<file path="src/rtl/hazard_stall_controller_pkg.sv">
// rtl/hazard_stall_controller_pkg.sv - shared constants, IR field positions, FSM encoding and decode helpers
// Contents:
//   opcode / ALU-op constants, IR field bit positions, multdiv FSM state type,
//   rstatus codes, and small decode functions used by the top and md_sequencer.
package hazard_stall_controller_pkg;

  localparam logic [4:0] OP_ALU = 5'b00000;
  localparam logic [4:0] OP_LW  = 5'b01000;
  localparam logic [4:0] OP_SW  = 5'b00111;
  localparam logic [4:0] OP_BNE = 5'b00010;
  localparam logic [4:0] OP_BLT = 5'b00110;

  localparam logic [4:0] ALU_MUL = 5'b00110;
  localparam logic [4:0] ALU_DIV = 5'b00111;

  localparam int OPC_HI   = 31;
  localparam int OPC_LO   = 27;
  localparam int RD_HI    = 26;
  localparam int RD_LO    = 22;
  localparam int RS_HI    = 21;
  localparam int RS_LO    = 17;
  localparam int RT_HI    = 16;
  localparam int RT_LO    = 12;
  localparam int ALUOP_HI = 6;
  localparam int ALUOP_LO = 2;

  typedef enum logic [1:0] {
    IDLE = 2'd0,
    BUSY = 2'd1,
    DONE = 2'd2
  } mdState_e;

  // Value written to $r30 when a multdiv exception is taken
  localparam logic [31:0] RSTATUS_MUL = 32'd4;
  localparam logic [31:0] RSTATUS_DIV = 32'd5;

  function automatic logic isMul(input logic [4:0] opcode, input logic [4:0] aluOp);
    return (opcode == OP_ALU) && (aluOp == ALU_MUL);
  endfunction

  function automatic logic isDiv(input logic [4:0] opcode, input logic [4:0] aluOp);
    return (opcode == OP_ALU) && (aluOp == ALU_DIV);
  endfunction

  // sw and the branches read their rd field as a source operand
  function automatic logic readsRd(input logic [4:0] opcode);
    return (opcode == OP_SW) || (opcode == OP_BNE) || (opcode == OP_BLT);
  endfunction

endpackage

</file>
<file path="src/rtl/hazard_stall_controller_if.sv">
// rtl/hazard_stall_controller_if.sv - pipeline-side bundle between the datapath and the hazard/stall controller
// Signals:
//   FD_IR, DX_IR                          instructions latched in FD and DX
//   md_result_rdy, md_exception, md_result multdiv unit result handshake
//   ctrl_MULT, ctrl_DIV                   one-cycle multdiv start pulses
//   stall_F, stall_D, stall_X             hold PC / FD / DX
//   bubble_DX, bubble_XM                  load nop into DX / XM
//   md_sel, md_result_q, md_exc, md_is_div latched multdiv result handed to XM
// Modports: master = datapath side, slave = controller side.
interface hazard_stall_controller_if;

  logic [31:0] FD_IR;
  logic [31:0] DX_IR;
  logic        md_result_rdy;
  logic        md_exception;
  logic [31:0] md_result;

  logic        ctrl_MULT;
  logic        ctrl_DIV;
  logic        stall_F;
  logic        stall_D;
  logic        stall_X;
  logic        bubble_DX;
  logic        bubble_XM;
  logic        md_sel;
  logic [31:0] md_result_q;
  logic        md_exc;
  logic        md_is_div;

  modport master (
    output FD_IR, DX_IR, md_result_rdy, md_exception, md_result,
    input  ctrl_MULT, ctrl_DIV, stall_F, stall_D, stall_X, bubble_DX, bubble_XM,
    input  md_sel, md_result_q, md_exc, md_is_div
  );

  modport slave (
    input  FD_IR, DX_IR, md_result_rdy, md_exception, md_result,
    output ctrl_MULT, ctrl_DIV, stall_F, stall_D, stall_X, bubble_DX, bubble_XM,
    output md_sel, md_result_q, md_exc, md_is_div
  );

endinterface

</file>
<file path="src/rtl/hazard_stall_controller_md_sequencer.sv">
// rtl/hazard_stall_controller_md_sequencer.sv - multdiv start/busy/done FSM with timeout and result latches
// Ports:
//   clock, reset              rising-edge clock, synchronous active-high reset
//   dxIr                      instruction in DX (mul/div decode)
//   mdResultRdy, mdException, mdResult   multdiv unit result
//   ctrlMult, ctrlDiv         start pulses, only in the IDLE cycle that sees mul/div in DX
//   mdStall                   freeze PC/FD/DX and bubble XM (start cycle + BUSY)
//   mdSel                     high in DONE only
//   mdResultQ, mdExc, mdIsDiv latched result, exception and op type
module hazard_stall_controller_md_sequencer
  import hazard_stall_controller_pkg::*;
#(
  parameter int MD_TIMEOUT = 40,
  parameter int CNT_W      = 6   // 2**CNT_W must exceed MD_TIMEOUT
) (
  input  logic        clock,
  input  logic        reset,
  input  logic [31:0] dxIr,
  input  logic        mdResultRdy,
  input  logic        mdException,
  input  logic [31:0] mdResult,
  output logic        ctrlMult,
  output logic        ctrlDiv,
  output logic        mdStall,
  output logic        mdSel,
  output logic [31:0] mdResultQ,
  output logic        mdExc,
  output logic        mdIsDiv
);

  localparam logic [CNT_W-1:0] TIMEOUT_LAST = CNT_W'(MD_TIMEOUT - 1);

  mdState_e         state;
  logic [CNT_W-1:0] busyCnt;
  logic             dxMul;
  logic             dxDiv;
  logic             startNow;
  logic             unusedDxBits;

  assign dxMul = isMul(dxIr[OPC_HI:OPC_LO], dxIr[ALUOP_HI:ALUOP_LO]);
  assign dxDiv = isDiv(dxIr[OPC_HI:OPC_LO], dxIr[ALUOP_HI:ALUOP_LO]);
  assign unusedDxBits = ^{dxIr[RD_HI:ALUOP_HI+1], dxIr[ALUOP_LO-1:0]};

  // The start must stall DX in the same cycle it is decoded, so the pulses
  // and the start-cycle stall are taken from IDLE combinationally. Gating
  // with reset keeps a held reset from issuing a start the FSM never follows.
  assign ctrlMult = (state == IDLE) && dxMul && !reset;
  assign ctrlDiv  = (state == IDLE) && dxDiv && !reset;
  assign startNow = ctrlMult || ctrlDiv;
  assign mdStall  = startNow || (state == BUSY);

  always_ff @(posedge clock) begin
    if (reset) begin
      state     <= IDLE;
      busyCnt   <= '0;
      mdSel     <= 1'b0;
      mdResultQ <= '0;
      mdExc     <= 1'b0;
      mdIsDiv   <= 1'b0;
    end else begin
      case (state)
        IDLE: begin
          mdSel <= 1'b0;
          if (startNow) begin
            state   <= BUSY;
            busyCnt <= '0;
            mdIsDiv <= ctrlDiv;
          end
        end
        BUSY: begin
          busyCnt <= busyCnt + 1'b1;
          // A result arriving on the timeout cycle is still a real result
          if (mdResultRdy) begin
            mdResultQ <= mdResult;
            mdExc     <= mdException;
            mdSel     <= 1'b1;
            state     <= DONE;
          end else if (busyCnt == TIMEOUT_LAST) begin
            mdResultQ <= '0;
            mdExc     <= 1'b1;
            mdSel     <= 1'b1;
            state     <= DONE;
          end
        end
        DONE: begin
          // DX still holds the finished mul/div here; never restart from DONE
          mdSel <= 1'b0;
          state <= IDLE;
        end
        default: begin
          mdSel <= 1'b0;
          state <= IDLE;
        end
      endcase
    end
  end

endmodule

</file>
<file path="src/rtl/hazard_stall_controller.sv">
// rtl/hazard_stall_controller.sv - load-use and multdiv hazard stall/bubble controller for the 5-stage pipeline
// Ports:
//   clock  rising-edge clock
//   reset  synchronous active-high reset
//   bus    hazard_stall_controller_if.slave: FD/DX instructions and multdiv result in,
//          start pulses, stalls, bubbles and latched multdiv result out
module hazard_stall_controller
  import hazard_stall_controller_pkg::*;
#(
  parameter int MD_TIMEOUT = 40,
  parameter int CNT_W      = 6
) (
  input  logic                      clock,
  input  logic                      reset,
  hazard_stall_controller_if.slave  bus
);

  logic       mdStall;
  logic       loadUse;
  logic [4:0] dxRd;
  logic [4:0] fdOp;
  logic       unusedFdBits;

  hazard_stall_controller_md_sequencer #(
    .MD_TIMEOUT (MD_TIMEOUT),
    .CNT_W      (CNT_W)
  ) uSeq (
    .clock       (clock),
    .reset       (reset),
    .dxIr        (bus.DX_IR),
    .mdResultRdy (bus.md_result_rdy),
    .mdException (bus.md_exception),
    .mdResult    (bus.md_result),
    .ctrlMult    (bus.ctrl_MULT),
    .ctrlDiv     (bus.ctrl_DIV),
    .mdStall     (mdStall),
    .mdSel       (bus.md_sel),
    .mdResultQ   (bus.md_result_q),
    .mdExc       (bus.md_exc),
    .mdIsDiv     (bus.md_is_div)
  );

  assign dxRd = bus.DX_IR[RD_HI:RD_LO];
  assign fdOp = bus.FD_IR[OPC_HI:OPC_LO];
  assign unusedFdBits = ^bus.FD_IR[RT_LO-1:0];

  // A load into $0 never produces a value worth waiting for
  assign loadUse = (bus.DX_IR[OPC_HI:OPC_LO] == OP_LW) && (dxRd != 5'd0) &&
                   ((bus.FD_IR[RS_HI:RS_LO] == dxRd) ||
                    (bus.FD_IR[RT_HI:RT_LO] == dxRd) ||
                    (readsRd(fdOp) && (bus.FD_IR[RD_HI:RD_LO] == dxRd)));

  // While multdiv freezes DX the load stays put, so no DX bubble is needed
  assign bus.stall_F   = mdStall || loadUse;
  assign bus.stall_D   = mdStall || loadUse;
  assign bus.stall_X   = mdStall;
  assign bus.bubble_XM = mdStall;
  assign bus.bubble_DX = loadUse && !mdStall;

endmodule
</file>
<file path="src/flat_wrapper.sv">
// flat-port wrapper written by rule: the top's interface ports become plain ports
module hazard_stall_controller_flat import hazard_stall_controller_pkg::*;
#(
  parameter int MD_TIMEOUT = 40,
  parameter int CNT_W      = 6
)
  (clock, reset, bus_FD_IR, bus_DX_IR, bus_md_result_rdy, bus_md_exception, bus_md_result, bus_ctrl_MULT, bus_ctrl_DIV, bus_stall_F, bus_stall_D, bus_stall_X, bus_bubble_DX, bus_bubble_XM, bus_md_sel, bus_md_result_q, bus_md_exc, bus_md_is_div);
  hazard_stall_controller_if bus_i ();
  input  logic clock;
  input  logic reset;
  input wire logic [$bits(bus_i.FD_IR)-1:0] bus_FD_IR;
  input wire logic [$bits(bus_i.DX_IR)-1:0] bus_DX_IR;
  input wire logic [$bits(bus_i.md_result_rdy)-1:0] bus_md_result_rdy;
  input wire logic [$bits(bus_i.md_exception)-1:0] bus_md_exception;
  input wire logic [$bits(bus_i.md_result)-1:0] bus_md_result;
  output wire logic [$bits(bus_i.ctrl_MULT)-1:0] bus_ctrl_MULT;
  output wire logic [$bits(bus_i.ctrl_DIV)-1:0] bus_ctrl_DIV;
  output wire logic [$bits(bus_i.stall_F)-1:0] bus_stall_F;
  output wire logic [$bits(bus_i.stall_D)-1:0] bus_stall_D;
  output wire logic [$bits(bus_i.stall_X)-1:0] bus_stall_X;
  output wire logic [$bits(bus_i.bubble_DX)-1:0] bus_bubble_DX;
  output wire logic [$bits(bus_i.bubble_XM)-1:0] bus_bubble_XM;
  output wire logic [$bits(bus_i.md_sel)-1:0] bus_md_sel;
  output wire logic [$bits(bus_i.md_result_q)-1:0] bus_md_result_q;
  output wire logic [$bits(bus_i.md_exc)-1:0] bus_md_exc;
  output wire logic [$bits(bus_i.md_is_div)-1:0] bus_md_is_div;
  assign bus_i.FD_IR = bus_FD_IR;
  assign bus_i.DX_IR = bus_DX_IR;
  assign bus_i.md_result_rdy = bus_md_result_rdy;
  assign bus_i.md_exception = bus_md_exception;
  assign bus_i.md_result = bus_md_result;
  assign bus_ctrl_MULT = bus_i.ctrl_MULT;
  assign bus_ctrl_DIV = bus_i.ctrl_DIV;
  assign bus_stall_F = bus_i.stall_F;
  assign bus_stall_D = bus_i.stall_D;
  assign bus_stall_X = bus_i.stall_X;
  assign bus_bubble_DX = bus_i.bubble_DX;
  assign bus_bubble_XM = bus_i.bubble_XM;
  assign bus_md_sel = bus_i.md_sel;
  assign bus_md_result_q = bus_i.md_result_q;
  assign bus_md_exc = bus_i.md_exc;
  assign bus_md_is_div = bus_i.md_is_div;
  hazard_stall_controller #(.MD_TIMEOUT(MD_TIMEOUT), .CNT_W(CNT_W)) u_core (.clock(clock), .reset(reset), .bus(bus_i));
endmodule
</file>
<file path="config.mk">
export PLATFORM = sky130hd
export DESIGN_NAME = hazard_stall_controller_flat
export DESIGN_NICKNAME = d
export VERILOG_FILES = /design/src/rtl/hazard_stall_controller_pkg.sv /design/src/rtl/hazard_stall_controller_if.sv /design/src/rtl/hazard_stall_controller_md_sequencer.sv /design/src/rtl/hazard_stall_controller.sv /design/src/flat_wrapper.sv
export SDC_FILE = /design/constraint.sdc
export NUM_CORES = 1
export LEC_CHECK = 0
export ABC_CLOCK_PERIOD_IN_PS = 2700
export CORE_ASPECT_RATIO = 1.5
export CORE_MARGIN = 3
export CORE_UTILIZATION = 25
export CTS_BUF_LIST = sky130_fd_sc_hd__clkbuf_8
export DETAILED_ROUTE_END_ITERATION = 10
export PLACE_DENSITY_LB_ADDON = 0.08
export SYNTH_ARGS = -nofsm -noshare
export SYNTH_HDL_FRONTEND = slang
export SYNTH_SLANG_ARGS = --single-unit
</file>
<file path="constraint.sdc">
create_clock -name clock -period 2.7 [get_ports clock]
set_clock_uncertainty 0.15 [all_clocks]
set_input_delay 0.27 -clock clock [delete_from_list [all_inputs] [get_ports clock]]
set_output_delay 0.27 -clock clock [all_outputs]
set_load 0.01 [all_outputs]
</file>
# == Yosys cells after proc, flatten, opt, wreduce, memory -nomap -nowiden ==
# Index checks and enable logic that the tools add are counted.
# totals
regBits,43
in_bits,100
wordCells,61
# classes
addsub,1
eq_ne,13
n_mux,11
bitwise,1
reduce_logical,29
# op_table
op,count
$mux 32,2
$eq 5x3->1 const B,4
$eq 5x5->1,3
$pmux 6 s2,1
$logic_and 1x1->1,10
$reduce_and 2->1,4
$logic_or 1x1->1,7
$add 6x1->6 const B,1
$eq 6x6->1 const B,1
$mux 2,3
$mux 6,1
$eq 5x2->1 const B,1
$eq 5x4->1 const B,1
$logic_not 5->1,1
$reduce_bool 5->1,1
$pmux 2 s2,1
$reduce_bool 2->1,2
$mux 1,3
$ne 3x2->1 const B,1
$eq 2x1->1 const B,1
$logic_not 1->1,2
$logic_not 2->1,1
$ne 2x2->1 const B,1
$reduce_or 2->1,1
$not 1->1,1

# == Logic depth before layout (Yosys ltp) ==
# Gate-level depths: netlist of the first run.
# depth
word_depth,8
ltp_mapped,7

# == Modules after synthesis ==
# Synthesis of the first run repeated with hierarchy kept, for this count alone.
# hier_totals
hier_cells,171
hier_area_um2,1789.2
# modules_own_cells
module,n_inst,cells_each,area_per_inst_um2
hazard_stall_controller_md_sequencer,1,135,1506.4
hazard_stall_controller,1,36,282.8

# == Worst setup path after synthesis of the first run ==
# OpenSTA, ideal clock, no wires.
# synth_timing
path_kind,input to output
start,input port reset
end,output port bus_stall_F
t_arrival_ns,1.220
t_required_ns,2.280
setup_slack_ns,1.060
cell_stages,7
path_cell_list,buf_6 > nor4b_4 > and3_1 > buf_6 > nor2_4 > nand2_1 > buf_4
# synth_via
elab_chain_cells,5
elab_cells_between_ends,6
cone_classes,reduce/logical: 6
# synth_lines
element,line_no,text
"start, declared",flat_wrapper.sv:10,input logic reset;
$logic_not 1->1 (*),"hazard_stall_controller_md_sequencer.sv:47, hazard_stall_controller_md_sequencer.sv:48",
$logic_and 1x1->1 (on tied branches),"hazard_stall_controller_md_sequencer.sv:47, hazard_stall_controller_md_sequencer.sv:48",
$logic_or 1x1->1 (*),hazard_stall_controller_md_sequencer.sv:49,assign startNow = ctrlMult || ctrlDiv;
$logic_or 1x1->1 (*),hazard_stall_controller_md_sequencer.sv:50,assign mdStall = startNow || (state == BUSY);
$logic_or 1x1->1 (*),--,
"end, declared",flat_wrapper.sv:18,output wire logic [$bits(bus_i.stall_F)-1:0] bus_stall_F;
# Mark *: on every way between the ends. The rest lies on a longest branch, timed or not.

# == Worst setup path in the final report of the first run ==
# layout_timing
start,input port bus_DX_IR[22]
end,output port bus_stall_F
# layout_via
elab_chain_cells,5
elab_cells_between_ends,10
cone_classes,eq/ne: 3; reduce/logical: 7
# layout_lines
element,line_no,text
"start, declared",flat_wrapper.sv:12,input wire logic [$bits(bus_i.DX_IR)-1:0] bus_DX_IR;
$eq 5x5->1 (on tied branches),"hazard_stall_controller.sv:49, hazard_stall_controller.sv:50, hazard_stall_controller.sv:51",
$logic_or 1x1->1 or $logic_and 1x1->1 (tied branches),"hazard_stall_controller.sv:49, hazard_stall_controller.sv:51",
$logic_or 1x1->1,hazard_stall_controller.sv:50,(bus.FD_IR[RT_HI:RT_LO] == dxRd) ||
$logic_and 1x1->1 (*),hazard_stall_controller.sv:48,assign loadUse = (bus.DX_IR[OPC_HI:OPC_LO] == OP_LW) && (dxRd != 5'd0) &&
$logic_or 1x1->1 (*),hazard_stall_controller.sv:54,assign bus.stall_F = mdStall || loadUse;
# Marks and branches as above.

==> run_results.csv, run 1 <==
group,metric,value,unit
critical_path,worst_ep_required_time,2.28,ns
floorplan,num_rows,40,
placement,io_buffers,112,
layout,fin_cells,416,
sta,setup_viol,0,
clock_tree,clock_latency,0.29,ns
sta,hold_viol_final,0,
floorplan,core-area,8210,um2
status,status,"finished clean",
clock_tree,clockRootBuffer,"clkbuf_8",
layout,final_layout_size_suffix_gt1_frac,0.277,
clock_tree,clk_pin_slew,0.08,ns
drt,wl_met3,463,um
drt,drt-total-wl,5720,um
critical_path,critPathKind,"in2out",
layout,area_delta_synth_final,56.6,%
floorplan,die_x,82.0,um
grt,grt_pass1_wl,9190,um
yosys,synth_edf_count,0,
grt,grt_remaining_overflow,0,
yosys,ys.warnings.count,0,
placement,hpwlAfterDp,4260,um
yosys,synth_top_area_frac,0.398,
drt,drtIter0Drc,54,
clock_tree,post-cts-setup-buffers,0,
grt,grt_pass1_vias,1896,
critical_path,crit_fanout,3,
critical_path,crit_chain,"clkdlybuf4s50_1 -> buf_4 -> xnor2_1 -> nand2_1 -> o22ai_1 -> o2111ai_1 -> nand2_1 -> clkdlybuf4s50_1",
drt,vias,1831,
floorplan,io_pins,142,
yosys,yosysTopAreaCell,"dfxtp_1",
clock_tree,cts.sinks,43,
critical_path,reg2reg_depth,4,
critical_path,crit_end,"bus_stall_F",
yosys,yosysSeqAreaShare,0.398,
layout,n_antenna_cell,0,
clock_tree,ctsHoldBuffers,0,
pwr,p_per_area,354,nW/um2
min_path,whs_path_depth,5,
drt,viasPerCell,4.40,
yosys,synth_top_flop_cell,"dfxtp_1",
sta,fin_tns_setup,0,ns
grt,grt_util_all_layers,0.118,
pwr,peakVddDrop,0.219,mV
drt,wl_met1,2260,um
critical_path,cp.arrival,2.13,ns
drt,dr.pass1.iters,4,
sta,grt_setup_unrepaired,"no",
sta,layout_min_cycle_time,2.55,ns
placement,dp.cells,408,
sta,timing_worst_slew_pin_value,0.656,ns
drt,wl_met2,2960,um
critical_path,r2r-end,"u_core.uSeq.mdExc",
drt,routed.top_layer,"met4",
critical_path,slowest_stage,"clkdlybuf4s50_1",
critical_path,rrSetupSlack,0.80,ns
clock_tree,cts_tree,"built",
layout,most-common-layout-cells,"109 x clkdlybuf4s50_1, 43 x dfxtp_1, 31 x nor2_2",
layout,nets,411,
yosys,synthTopCellsByArea,"dfxtp_1 40%, a22oi_2 17%, nor2_2 9.0%, xnor2_1 4.9%, buf_6 3.1%",
yosys,syn_area,2160,um2
critical_path,r2r_start,"u_core.uSeq.state[0]",
yosys,postSynthCellCount,202,
clock_tree,cts_resized,0,
floorplan,die_height,120,um
floorplan,fp.dieArea,9830,um2
critical_path,start_kind,"input pin",
yosys,async_flop_share,0,
sta,fmaxAchievable,393,MHz
placement,gp_congestion,0.747,
yosys,syn_area_per_cell,10.7,um2
drt,route.detailed.drc,0,
yosys,synth_seq_cells,43,
sta,relSlewSlack,0.562,
min_path,hp-class,"in2reg",
grt,grt_start_max_net_pins,44,
pwr,leakagePower,1.12,nW
yosys,synth.distinct_cells,37,
critical_path,crit_start,"bus_DX_IR[22]",
min_path,hp-start,"reset",
drt,post_drt_wl_per_cell,13.7,um
critical_path,slowest_delay,0.54,ns
clock_tree,cts_max_path_buffers,2,
drt,postRouteAntennaNets,0,
sta,fin_crit_sh,0.943,
critical_path,critPathCaptureType,"primary output",
clock_tree,cts_made_buffers,5,
grt,antenna_found_initial,0,
clock_tree,h-tree-depth,2,
floorplan,initial_core_util,0.264,
layout,layout_commonest_cell,"clkdlybuf4s50_1",
yosys,syn_nets,303,
sta,slew_violations,0,
job,drv_cap,0,
-- flip-flops by register name, summed over array words and instances (netlist names) --
signal	count
u_core.uSeq.mdResultQ	32
u_core.uSeq.busyCnt	6
u_core.uSeq.state	2
u_core.uSeq.mdExc	1
u_core.uSeq.mdIsDiv	1
u_core.uSeq.mdSel	1
-- per-stage QoR --
step / util / hold slack (ns) / area [um2] / setup slack, ns / total power [mW]
after floorplan: - / 0.270 / 2160 / 1.06 / 0.695
after global placement: 0.401 / 0.323 / 3290 / 0.0517 / 0.817
after detailed placement: 0.401 / 0.331 / 3290 / 0.0598 / 0.817
after CTS: 0.411 / 0.291 / 3380 / 0.0470 / 1.23
after global routing: 0.413 / 0.311 / 3390 / 0.00656 / 1.26
final: 0.413 / 0.307 / 3390 / 0.153 / 1.20
-- critical path: cells and delay by family --
kind | cells | cell delay, ns
buffers and inverters | 3 | 1.18
AO/OA/AOI/OAI | 2 | 0.32
AND/OR/NAND/NOR | 2 | 0.20
XOR/XNOR | 1 | 0.16
-- synth_stat cells (2+ instances only) --
library cell  number
dfxtp_1           43
nor2_2            31
a22oi_2           30
nor2_1            12
xnor2_1           12
nand2_1            8
nor3_1             7
buf_6              6
a21oi_1            5
nand3_1            5
xor2_1             5
clkbuf_1           4
buf_12             3
a22oi_1            2
and2_4             2
and3_1             2
buf_4              2
nand2b_1           2
nand4_1            2
nor2b_1            2
-- area by class of cell --
cell class	count	area, um2
multi-input combinational	142	1130
clock inverter	3	16.3
inverter	1	3.75
timing repair buffer	117	1170
clock buffer	5	68.8
fill	855	4820
sequential	43	861
tap	105	131
-- kinds of logic (layout without fill, tap and decap cells) --
logic type	after synthesis	after routing	share of synthesized area
AOI/OAI and AO/OA	44	44	0.221
xor gates and xnor gates	17	17	0.0688
adders and majority gates	1	1	0.00578
buffers and inverters	17	126	0.0815
DFF	43	43	0.398
and+or+nand+nor	80	80	0.225
-- layer usage --
| metal | vias up | track usage |
|---|---|---|
| met5 | - | 0 |
| met1 | 836 | 0.130 |
| met4 | 0 | 0.0281 |
| met2 | 70 | 0.215 |
| met3 | 2 | 0.0353 |
| li1 | 923 | - |
-- worst min-delay path by stage --
stage	end	slack, ns
2_1_floorplan	u_core.uSeq.mdResultQ[0]	0.27
3_3_place_gp	u_core.uSeq.busyCnt[1]	0.32
3_5_place_dp	u_core.uSeq.mdIsDiv	0.33
4_1_cts	u_core.uSeq.mdIsDiv	0.29
5_1_grt	u_core.uSeq.mdIsDiv	0.31
6_report	u_core.uSeq.mdIsDiv	0.31
-- report_power, final --
| group | leakage [nW] | internal [mW] | switching, mW |
|---|---|---|---|
| Combinational | 0.732 | 0.113 | 0.0541 |
| Sequential | 0.346 | 0.634 | 0.000129 |
| Clock | 0.0453 | 0.177 | 0.220 |
(Power assumes the default switching activity.)
==> inputs of run 2 (changes only) <==
SLEW_MARGIN = 10   (was not set)
==> results of run 2 <==
Same layout as run 1: the final DEF is identical, and so are final timing and power.
==> inputs of run 3 (changes only) <==
CORE_MARGIN = 8   (was 3)
==> run_results.csv, run 3 (same netlist as run 1, synthesis figures left out) <==
group,metric,value,unit
status,status,"finished clean",
critical_path,critPathCaptureType,"primary output",
placement,gp_congestion,0.688,
clock_tree,h-tree-depth,2,
pwr,combPwrFrac,0.143,
sta,fin_crit_sh,0.942,
placement,placed_cell_area,3300,um2
layout,area_delta_synth_final,57.4,%
drt,post_drt_wl_per_cell,15.0,um
clock_tree,cts_made_buffers,5,
clock_tree,cts.sinks,43,
clock_tree,cts_tree,"built",
drt,viasPerCell,4.41,
layout,layout_commonest_cell,"clkdlybuf4s50_1",
critical_path,r2r_start,"u_core.uSeq.busyCnt[0]",
sta,timing_worst_slew_pin_value,0.677,ns
critical_path,r2r-end,"u_core.uSeq.mdResultQ[8]",
min_path,holdPathEnd,"u_core.uSeq.mdIsDiv",
layout,largest_reg_flops,32,
critical_path,critPathKind,"in2out",
drt,drt-total-wl,6280,um
clock_tree,clock_latency,0.30,ns
placement,dp_slack,0.130,ns
drt,postRouteAntennaNets,0,
sta,grt_setup_unrepaired,"no",
floorplan,fp.dieArea,11900,um2
layout,design_area,3410,um2
layout,n_antenna_cell,0,
sta,setup_viol,0,
pwr,total_power,1.20,mW
pwr,p_sw_frac,0.230,
floorplan,io_pins,142,
pwr,peakVddDrop,0.150,mV
clock_tree,ctsHoldBuffers,0,
layout,final_layout_size_suffix_gt1_frac,0.282,
sta,slew_violations,0,
grt,grt_start_max_net_pins,44,
drt,route.detailed.drc,0,
pwr,switchingPower,276,uW
sta,fin_ws,0.157,ns
layout,nets,412,
clock_tree,clockRootBuffer,"clkbuf_8",
min_path,hp-class,"in2reg",
critical_path,start_kind,"input pin",
floorplan,die_height,130,um
sta,hold_viol_final,0,
pwr,leakagePower,1.15,nW
layout,top_regs,"u_core.uSeq.mdResultQ (32), u_core.uSeq.busyCnt (6), u_core.uSeq.state (2)",
clock_tree,clk_pin_slew,0.08,ns
pwr,p_int,922,uW
layout,top_register,"u_core.uSeq.mdResultQ",
grt,grt_remaining_overflow,0,
pwr,p_clk_frac,0.329,
grt,antenna_found_initial,0,
sta,layout_min_cycle_time,2.54,ns
min_path,whs_path_depth,5,
grt,grt_pass1_vias,2070,
critical_path,crit_fanout,4,
min_path,hp-start,"reset",
floorplan,die_x,92.0,um
floorplan,num_rows,41,
floorplan,core-area,8410,um2
layout,most-common-layout-cells,"109 x clkdlybuf4s50_1, 43 x dfxtp_1, 31 x nor2_2",
pwr,p_per_area,352,nW/um2
drt,vias,1849,
drt,dr.pass1.iters,3,
critical_path,cp.arrival,2.12,ns
grt,grt_pass1_wl,10600,um
critical_path,rrSetupSlack,0.80,ns
critical_path,worst_ep_required_time,2.28,ns
pwr,power.share.sequential,0.529,
sta,fin_tns_setup,0,ns
critical_path,reg2reg_depth,6,
grt,grt_util_all_layers,0.109,
job,drv_cap,0,
clock_tree,cts_max_path_buffers,2,
placement,hpwlAfterDp,4850,um
floorplan,initial_core_util,0.257,
sta,relSlewSlack,0.549,
drt,drtIter0Drc,60,
placement,io_buffers,112,
sta,fmaxAchievable,393,MHz
-- run 3: how the worst max path moves through the flow --
stage	start	to	cells after the start
2_1_floorplan	reset	bus_stall_F	7
3_3_place_gp	bus_DX_IR[25]	bus_stall_F	7
4_1_cts	bus_DX_IR[26]	bus_stall_F	7
5_1_grt	bus_DX_IR[25]	bus_stall_D	7
6_report	bus_DX_IR[25]	bus_stall_D	7
3_5_place_dp	bus_DX_IR[26]	bus_bubble_DX	7
-- run 3: what timing repair did --
item / CTS / global route
buffers inserted: 0 / 0
resized for setup: 0 / 5
setup endpoints to repair: 0 / 3
-- run 3: worst max-delay path, stage by stage --
cell and delay [ns]:
clkdlybuf4s50_1 0.59, xnor2_1 0.14, nand3_1 0.11, o22ai_2 0.20
o2111ai_2 0.15, nand2_1 0.11, clkdlybuf4s50_1 0.55
-- run 3: metrics by stage --
stage               hold slack, ns  cells  utilization
floorplan                    0.270    202            -
global placement             0.314    411        0.392
detailed placement           0.328    411        0.392
CTS                          0.276    419        0.402
global route                 0.307    419        0.405
finish                       0.275    419        0.405
-- run 3: final cells by class --
cell class / count / area [um2]
Clock buffer: 5 / 68.8
Clock inverter: 3 / 12.5
Fill cell: 884 / 5010
Inverter: 1 / 3.75
Multi-Input combinational cell: 142 / 1150
Sequential cell: 43 / 861
Tap cell: 107 / 134
Timing Repair Buffer: 118 / 1180
-- run 3: routing by layer --
layer	track usage	wire (um)	vias up
li1	-	-	923
met1	0.114	2520	843
met2	0.190	3110	76
met3	0.0414	536	7
met4	0.0514	121	0
met5	0	0	-
-- run 3: power by group through the flow --
stage | Clock (mW) | Combinational [mW] | Sequential (mW)
global placement | 0 | 0.170 | 0.649
global route | 0.457 | 0.183 | 0.634
detailed placement | 0 | 0.170 | 0.649
CTS | 0.418 | 0.171 | 0.634
floorplan | 0 | 0.0464 | 0.649
finish | 0.394 | 0.171 | 0.634
